`src/rtl/gray_conv_pkg.sv`:
```
// Shared types and helpers for the pipelined Gray/binary converter.
// The optional adjacency check is enabled by GRAY_CONV_ADJ_CHECK_EN.
package gray_conv_pkg;

    typedef enum logic {
        MODE_G2B = 1'b0,
        MODE_B2G = 1'b1
    } mode_e;

    localparam int unsigned MAX_WIDTH = 32;

    // Bits resolved per stage for the Gray-to-binary prefix chain (MSB-first).
    function automatic int unsigned chunk_len(input int unsigned width, input int unsigned stages);
        return (width + stages - 1) / stages;
    endfunction

    function automatic int unsigned popcount(input logic [MAX_WIDTH-1:0] v);
        int unsigned n;
        n = 0;
        for (int unsigned i = 0; i < MAX_WIDTH; i++) begin
            n = n + {31'b0, v[i]};
        end
        return n;
    endfunction

endpackage

```
`src/rtl/gray_conv_stage.sv`:
```
// One pipeline stage: valid/ready register plus the slice [HI:LO] of the
// Gray-to-binary prefix chain; the first stage also does the full binary-to-Gray.
module gray_conv_stage
    import gray_conv_pkg::*;
#(
    parameter int unsigned WIDTH = 8,
    parameter int          HI    = 7,
    parameter int          LO    = 4,
    parameter bit          FIRST = 1'b1
) (
    input  logic             clk,
    input  logic             rst_n,
    input  logic             i_valid,
    output logic             o_ready,
    input  mode_e            i_mode,
    input  logic [WIDTH-1:0] i_data,
    output logic             o_valid,
    input  logic             i_ready,
    output mode_e            o_mode,
    output logic [WIDTH-1:0] o_data
);

    logic             r_valid;
    mode_e            r_mode;
    logic [WIDTH-1:0] r_data;
    logic [WIDTH-1:0] w_res;

    // Bits above HI arrive already resolved, so bit HI can chain off w_res[HI+1].
    always_comb begin
        w_res = i_data;
        if (i_mode == MODE_B2G) begin
            if (FIRST) begin
                w_res = i_data ^ (i_data >> 1);
            end
        end else begin
            for (int unsigned j = 0; j + 1 < WIDTH; j++) begin
                if (int'(WIDTH - 2 - j) <= HI && int'(WIDTH - 2 - j) >= LO) begin
                    w_res[WIDTH-2-j] = i_data[WIDTH-2-j] ^ w_res[WIDTH-1-j];
                end
            end
        end
    end

    assign o_ready = ~r_valid | i_ready;

    always_ff @(posedge clk) begin
        if (!rst_n) begin
            r_valid <= 1'b0;
            r_mode  <= MODE_G2B;
            r_data  <= '0;
        end else if (o_ready) begin
            r_valid <= i_valid;
            if (i_valid) begin
                r_mode <= i_mode;
                r_data <= w_res;
            end
        end
    end

    assign o_valid = r_valid;
    assign o_mode  = r_mode;
    assign o_data  = r_data;

endmodule

```
`src/rtl/gray_conv_pipe.sv`:
```
// Pipelined bidirectional Gray/binary converter with valid/ready backpressure.
// Define GRAY_CONV_ADJ_CHECK_EN to add the sticky adj_err adjacency check.
module gray_conv_pipe
    import gray_conv_pkg::*;
#(
    parameter int unsigned WIDTH  = 8,
    parameter int unsigned STAGES = 2
) (
    input  logic             clk,
    input  logic             rst_n,
    input  logic             in_valid,
    output logic             in_ready,
    input  logic             in_mode,
    input  logic [WIDTH-1:0] in_data,
    output logic             out_valid,
    input  logic             out_ready,
    output logic             out_mode,
    output logic [WIDTH-1:0] out_data
`ifdef GRAY_CONV_ADJ_CHECK_EN
    ,
    output logic             adj_err
`endif
);

    localparam int unsigned CHUNK = chunk_len(WIDTH, STAGES);

    logic             w_valid [STAGES+1];
    logic             w_ready [STAGES+1];
    mode_e            w_mode  [STAGES+1];
    logic [WIDTH-1:0] w_data  [STAGES+1];

    assign w_valid[0]      = in_valid;
    assign w_mode[0]       = mode_e'(in_mode);
    assign w_data[0]       = in_data;
    assign w_ready[STAGES] = out_ready;
    assign in_ready        = w_ready[0];

    // Trailing stages whose slice falls below bit 0 simply carry the word.
    for (genvar k = 0; k < STAGES; k++) begin : g_stage
        gray_conv_stage #(
            .WIDTH (WIDTH),
            .HI    (int'(WIDTH) - 1 - k * int'(CHUNK)),
            .LO    (int'(WIDTH) - (k + 1) * int'(CHUNK)),
            .FIRST (k == 0)
        ) u_stage (
            .clk     (clk),
            .rst_n   (rst_n),
            .i_valid (w_valid[k]),
            .o_ready (w_ready[k]),
            .i_mode  (w_mode[k]),
            .i_data  (w_data[k]),
            .o_valid (w_valid[k+1]),
            .i_ready (w_ready[k+1]),
            .o_mode  (w_mode[k+1]),
            .o_data  (w_data[k+1])
        );
    end

    assign out_valid = w_valid[STAGES];
    assign out_mode  = logic'(w_mode[STAGES]);
    assign out_data  = w_data[STAGES];

`ifdef GRAY_CONV_ADJ_CHECK_EN
    logic [WIDTH-1:0]     r_prev;
    logic                 r_seen;
    logic                 r_adj_err;
    logic                 w_g_hs;
    logic [MAX_WIDTH-1:0] w_diff;

    assign w_g_hs = in_valid & in_ready & (mode_e'(in_mode) == MODE_G2B);
    assign w_diff = MAX_WIDTH'(r_prev ^ in_data);

    always_ff @(posedge clk) begin
        if (!rst_n) begin
            r_prev    <= '0;
            r_seen    <= 1'b0;
            r_adj_err <= 1'b0;
        end else if (w_g_hs) begin
            r_prev <= in_data;
            r_seen <= 1'b1;
            if (r_seen && popcount(w_diff) > 1) begin
                r_adj_err <= 1'b1;
            end
        end
    end

    assign adj_err = r_adj_err;
`endif

endmodule

```
`config.mk`:
```
export PLATFORM = sky130hd
export DESIGN_NAME = gray_conv_pipe
export DESIGN_NICKNAME = d
export VERILOG_FILES = /design/src/rtl/gray_conv_pkg.sv /design/src/rtl/gray_conv_stage.sv /design/src/rtl/gray_conv_pipe.sv
export SDC_FILE = /design/constraint.sdc
export NUM_CORES = 1
export LEC_CHECK = 0
export ABC_AREA = 1
export CAP_MARGIN = 20
export CORE_ASPECT_RATIO = 0.5
export CORE_MARGIN = 2
export CORE_UTILIZATION = 30
export CTS_CLUSTER_SIZE = 16
export DETAILED_ROUTE_END_ITERATION = 8
export SLEW_MARGIN = 20
export SYNTH_ARGS = -nofsm -noshare
export SYNTH_HDL_FRONTEND = slang
export SYNTH_SLANG_ARGS = --single-unit
```
`constraint.sdc`:
```
create_clock -name clk -period 2.4 [get_ports clk]
set_input_delay 0.6 -clock clk [delete_from_list [all_inputs] [get_ports clk]]
set_output_delay 0.6 -clock clk [all_outputs]
set_load 0.05 [all_outputs]
```
# --- Yosys cells after proc, flatten, opt, wreduce, memory -nomap -nowiden ---
# Index checks and enable logic that the tools add are counted.
totals:
  ff_bits: 20
  inputBits: 13
  output_inout_bits: 11
  word_cells: 29
op_classes:
  n_mux: 9
  bitwise_logic: 12
  n_reduce_logical: 2
op_table:
  columns: ["op", "count"]
  rows:
  - ["$mux 4", 2]
  - ["$xor 8x7->8", 1]
  - ["$xor 1x1->1", 7]
  - ["$mux 1", 6]
  - ["$reduce_and 2->1", 2]
  - ["$mux 3", 1]
  - ["$not 1->1", 2]
  - ["$or 1x1->1", 2]

# --- Longest topological paths before layout ---
logic_depth:
  ltp_word: 8
  ltp_mapped: 10
  ltp_nobuf: 10

# --- Modules after synthesis ---
# From an unflattened synthesis, not the netlist that was laid out.
hier_totals:
  hier_cells: 135
  area_unflattened_um2: 969.7
modules_own_cells:
  columns: ["mod", "instances", "cells_per_inst", "area_per_inst_um2", "seq_area_each_um2"]
  rows:
  - ["gray_conv_stage at g_stage[0].u_stage", 1, 66, 490.5, 200.2]
  - ["gray_conv_stage at g_stage[1].u_stage", 1, 69, 479.2, 200.2]

# --- Worst setup path before layout ---
# No wires, ideal clock.
synth_timing:
  path_kind: "reg-to-reg"
  start: "reg g_stage[1].u_stage.r_valid"
  end: "reg g_stage[0].u_stage.r_data[4]"
  setup_time_ps: 118
  t_arrival_ps: 1629
  required_time_ps: 2282
  slack_ps: 654
  stages_incl_launch_ff: 7
  path_buffers: 1
  period_less_slack_ps: 1746
  path_cell_list: "dfxtp_1 -> nand3_2 -> nand2_2 -> inv_2 -> buf_6 -> o21ai_1 -> a21oi_2"
synth_between:
  elab_chain_len: 4
synth_lines:
  columns: ["item", "line_no", "text"]
  rows:
  - ["from (decl)", "gray_conv_stage.sv:23", "logic r_valid;"]
  - ["from (signal assigned)", "gray_conv_stage.sv:52", "r_valid <= i_valid;"]
  - ["$not 1->1", "gray_conv_stage.sv:44", "assign o_ready = ~r_valid | i_ready;"]
  - ["$or 1x1->1 (2 in a row)", "gray_conv_stage.sv:44", null]
  - ["net in_ready", "gray_conv_pipe.sv:12", "output logic in_ready,"]
  - ["$reduce_and 2->1 (no source line)", null, null]
  - ["to (signal assigned)", "gray_conv_stage.sv:55", "r_data <= w_res;"]
  - ["to (decl)", "gray_conv_stage.sv:25", "logic [WIDTH-1:0] r_data;"]
# The timed path passes the listed nets, and every way through them passes these cells.
# A chain may end at the register's enable or synchronous reset.

# --- Worst setup path in the final report ---
layout_timing:
  start: "reg g_stage[1].u_stage.r_valid"
  end: "out out_valid"
layout_rtl:
  columns: ["item", "line_no", "text"]
  rows:
  - ["to (decl)", "gray_conv_pipe.sv:15", "output logic out_valid,"]
# No word-level cell between the ends.

==> results.rst <==
.. list-table::
   :header-rows: 1

   * - Metric
     - Value
   * - Chip width
     - 83.0 µm
   * - Total stage count of the critical path
     - 1
   * - Cts bufs inserted
     - 3
   * - DRC violations left
     - 0
   * - Capturing element of the worst setup path
     - out_valid
   * - Top flip-flop cell by instance count after synthesis
     - sky130_fd_sc_hd__dfxtp_1
   * - Final clock period utilization by the worst path
     - 0.844
   * - Antenna diode count
     - 0
   * - Antenna Nets Post-Route
     - 0
   * - Flop pwr share
     - 0.485
   * - Antenna violations before repair
     - 0
   * - Reg-to-Reg Start
     - g_stage[0].u_stage.o_data[3]
   * - Post-synth EDFFs
     - 0
   * - Net switching fraction of the power
     - 0.297
   * - Clk buf depth
     - 2
   * - Crit end category
     - output port
   * - Reg2reg end
     - g_stage[1].u_stage.o_data[0]
   * - Hold Path Class
     - flip-flop to flip-flop
   * - Clock sinks
     - 20
   * - Gate power share
     - 0.248
   * - Count of final setup violators
     - 0
   * - Worst clock skew
     - 3.18 ps
   * - Die Area
     - 3610 µm²
   * - Worst-Skew Late Latency
     - 250 ps
   * - Cell Pwr Density
     - 619 nW/µm²
   * - Reg2Reg Depth
     - 9
   * - Flop and latch count out of synthesis
     - 20
   * - Post-DP HPWL
     - 1.47 mm
   * - WP data arrival
     - 1430 ps
   * - Result of the run
     - completed
   * - Internal Power
     - 0.544 mW
   * - Dominant delay contributor by cell family on the critical path
     - buffers and inverters
   * - Netlist cell types
     - 22
   * - Post-synthesis instance area
     - 936 µm²
   * - CTS tree
     - yes
   * - Clock slew at reported path FFs
     - 70 ps
   * - Post-DR wirelength/cell
     - 10.0 µm
   * - Kind of start point of the critical path
     - flip-flop
   * - Overall overflow remaining after global route
     - 0
   * - Crit-path max FO
     - 3
   * - Slew Limit Headroom
     - 0.664
   * - Type of the worst setup path
     - flip-flop to output port
   * - Syn nets
     - 140
   * - Multi-input gate area in the final layout
     - 460 µm²
   * - Wire length after detailed routing
     - 1.92 mm
   * - Starting DRT DRC Count
     - 71
   * - Delay of the slowest cell on the worst path
     - 810 ps
   * - Critical path launch point
     - g_stage[1].u_stage.o_valid
   * - Worst path setup slack after routing
     - 375 ps
   * - Number of resized instances in the post-cts repair step
     - 0
   * - Die H
     - 43.5 µm
   * - Top-area cell type share of the netlist area
     - 0.428
   * - CP bufs+invs
     - 1
   * - Layout overhead on the synthesized area
     - 33.8%
   * - Worst-case hold slack
     - 480 ps
   * - Clk pwr share
     - 0.266
   * - Number of top-level design ports
     - 24
   * - Most frequent cells after synthesis
     - sky130_fd_sc_hd__dfxtp_1 (20), sky130_fd_sc_hd__nand2_1 (19), sky130_fd_sc_hd__a21oi_1 (13), sky130_fd_sc_hd__nor2_1 (13)
   * - Ratio of cells with drive above 1 in the final layout
     - 0.119
   * - Total power
     - 0.775 mW
   * - Final Cell Area
     - 1250 µm²
   * - Count leader, synth
     - sky130_fd_sc_hd__dfxtp_1
   * - Number of search-and-repair iterations in the first detailed-routing pass
     - 4
   * - Max capacitance violation total
     - 0
   * - Yosys warnings
     - 0
   * - Clock root cell
     - sky130_fd_sc_hd__clkbuf_8
   * - Port buffer count
     - 23
   * - Register-to-register setup slack
     - 1210 ps
   * - Total core area
     - 3000 µm²
   * - Vias
     - 860
   * - Overall track demand over capacity in global routing
     - 0.113
   * - Dominant cell type by area after synthesis
     - sky130_fd_sc_hd__dfxtp_1
   * - Buffers inserted by post-CTS timing repair
     - 0
   * - Mapped Avg Cell Area
     - 7.37 µm²
   * - Post-synthesis cell count
     - 127
   * - Final worst path period need
     - 2030 ps
   * - Worst-case vdd ir drop
     - 0.266 mV
   * - Worst-path cell chain
     - clkdlybuf4s50_1
   * - Wire length of the first global-routing pass
     - 3.35 mm
   * - Largest cells by area after synthesis
     - sky130_fd_sc_hd__dfxtp_1 (43%), sky130_fd_sc_hd__nand2_1 (7.6%), sky130_fd_sc_hd__a21oi_1 (7.0%)
   * - Post-DR vias/cell
     - 4.50
   * - Static Leakage
     - 0.523 nW
   * - Count of standard-cell rows
     - 14
   * - Global placer's final weighted congestion
     - 0.729
   * - Setup repair after global routing missed its margin
     - false
   * - Maximum number of pins on one net before global-route repair
     - 18
   * - F_max
     - 0.494 GHz
   * - Transition at the pin with the smallest max-transition slack
     - 502 ps
   * - Final nets
     - 166
   * - Hold-fix buffers, CTS
     - 0
   * - Via count of the first global-routing pass
     - 723
   * - Initial cell density of the core
     - 0.312
   * - Post-layout instance count excluding filler cells
     - 191
   * - Net load switching power
     - 0.230 mW
   * - Placed Cells
     - 188
   * - Required time at the endpoint of the critical path
     - 1800 ps
   * - Cell area after placement
     - 1210 µm²
   * - Final Max Slew Viols
     - 0
   * - Pre-CTS setup slack
     - 430 ps
   * - Total negative setup slack
     - 0 ps
   * - Utilization of the core after routing
     - 0.418
   * - Fill cell instance count of the final layout
     - 311
   * - Slowest stage cell, crit path
     - sky130_fd_sc_hd__clkdlybuf4s50_1
   * - Sequential cell area
     - 400 µm²
   * - H-tree levels
     - 1
   * - Final hold vios
     - 0
   * - Share of the yosys chip area belonging to registers
     - 0.428
   * - Synth async-reset ratio
     - 0
power by group through the flow:
| stage | registers (mW) | logic, mW | clock network (mW) |
|---|---|---|---|
| after global routing | 0.379 | 0.213 | 0.231 |
| after floorplan | 0.422 | 0.0880 | 0 |
| after global placement | 0.383 | 0.191 | 0 |
| final | 0.376 | 0.192 | 0.206 |
| after detailed placement | 0.383 | 0.192 | 0 |
| after CTS | 0.376 | 0.194 | 0.216 |
worst register-to-register path: stages (launching register included):
cell and delay, ps:
sky130_fd_sc_hd__dfxtp_1 380, sky130_fd_sc_hd__inv_2 70, sky130_fd_sc_hd__nand2_2 80, sky130_fd_sc_hd__nand3_1 120, sky130_fd_sc_hd__nand3_1 110, sky130_fd_sc_hd__nand3_1 90
sky130_fd_sc_hd__nand2_1 80, sky130_fd_sc_hd__nand3_1 70, sky130_fd_sc_hd__nand2_1 70, sky130_fd_sc_hd__inv_1 30
layer usage:
metal	wire length (µm)	track usage	vias to the layer above
met5	0	0	-
met4	13	0.0295	0
met3	80	0.0324	2
met2	766	0.155	19
met1	1060	0.172	364
li1	-	-	475
cell usage in the layout, fill, tap and decap left out, drive strengths merged:
| cell type | netlist | routed |
|---|---|---|
| nand3b | 1 | 1 |
| nor2 | 13 | 13 |
| clkdlybuf4s50 | 0 | 22 |
| o21ai | 17 | 17 |
| a21oi | 14 | 14 |
| nand3 | 13 | 13 |
| dfxtp | 20 | 20 |
| clkinv | 1 | 1 |
| xor2 | 4 | 4 |
| nand2 | 24 | 24 |
| inv | 13 | 13 |
| o221ai | 1 | 1 |
| clkbuf | 1 | 3 |
| buf | 2 | 2 |
| or2 | 1 | 1 |
| a31oi | 1 | 1 |
| o221a | 1 | 1 |
logic make-up (layout without fill, tap and decap cells):
logic type	count (synthesis)	after routing	synth area share
AND/OR/NAND/NOR	52	52	0.257
AO/OA/AOI/OAI	34	34	0.198
flip-flops	20	20	0.428
buffers and inverters	17	41	0.0802
XOR/XNOR	4	4	0.0374
cell type report:
| class | count | share of cell area |
|---|---|---|
| clock buffer | 3 | 0.0330 |
| inverter | 14 | 0.0420 |
| multi-input combinational | 90 | 0.368 |
| sequential | 20 | 0.320 |
| tap | 40 | 0.0400 |
| timing repair buffer | 24 | 0.198 |
worst min path at each step:
stage | startpoint | to | depth (start not counted)
3_5_place_dp | g_stage[0].u_stage.o_data[7] | g_stage[0].u_stage.o_data[7] | 2
6_report | g_stage[0].u_stage.o_data[7] | g_stage[0].u_stage.o_data[7] | 2
2_1_floorplan | g_stage[0].u_stage.o_data[7] | g_stage[0].u_stage.o_data[7] | 2
5_1_grt | g_stage[1].u_stage.o_data[7] | g_stage[1].u_stage.o_data[7] | 2
3_3_place_gp | g_stage[0].u_stage.o_data[7] | g_stage[0].u_stage.o_data[7] | 2
4_1_cts | g_stage[0].u_stage.o_data[7] | g_stage[0].u_stage.o_data[7] | 2
state kept, by name, indices dropped and copies added, names as in the netlist:
signal,cells
g_stage.u_stage.o_data,16
g_stage.u_stage.o_mode,2
g_stage.u_stage.o_valid,2
Power figures use the tool's default switching activity.
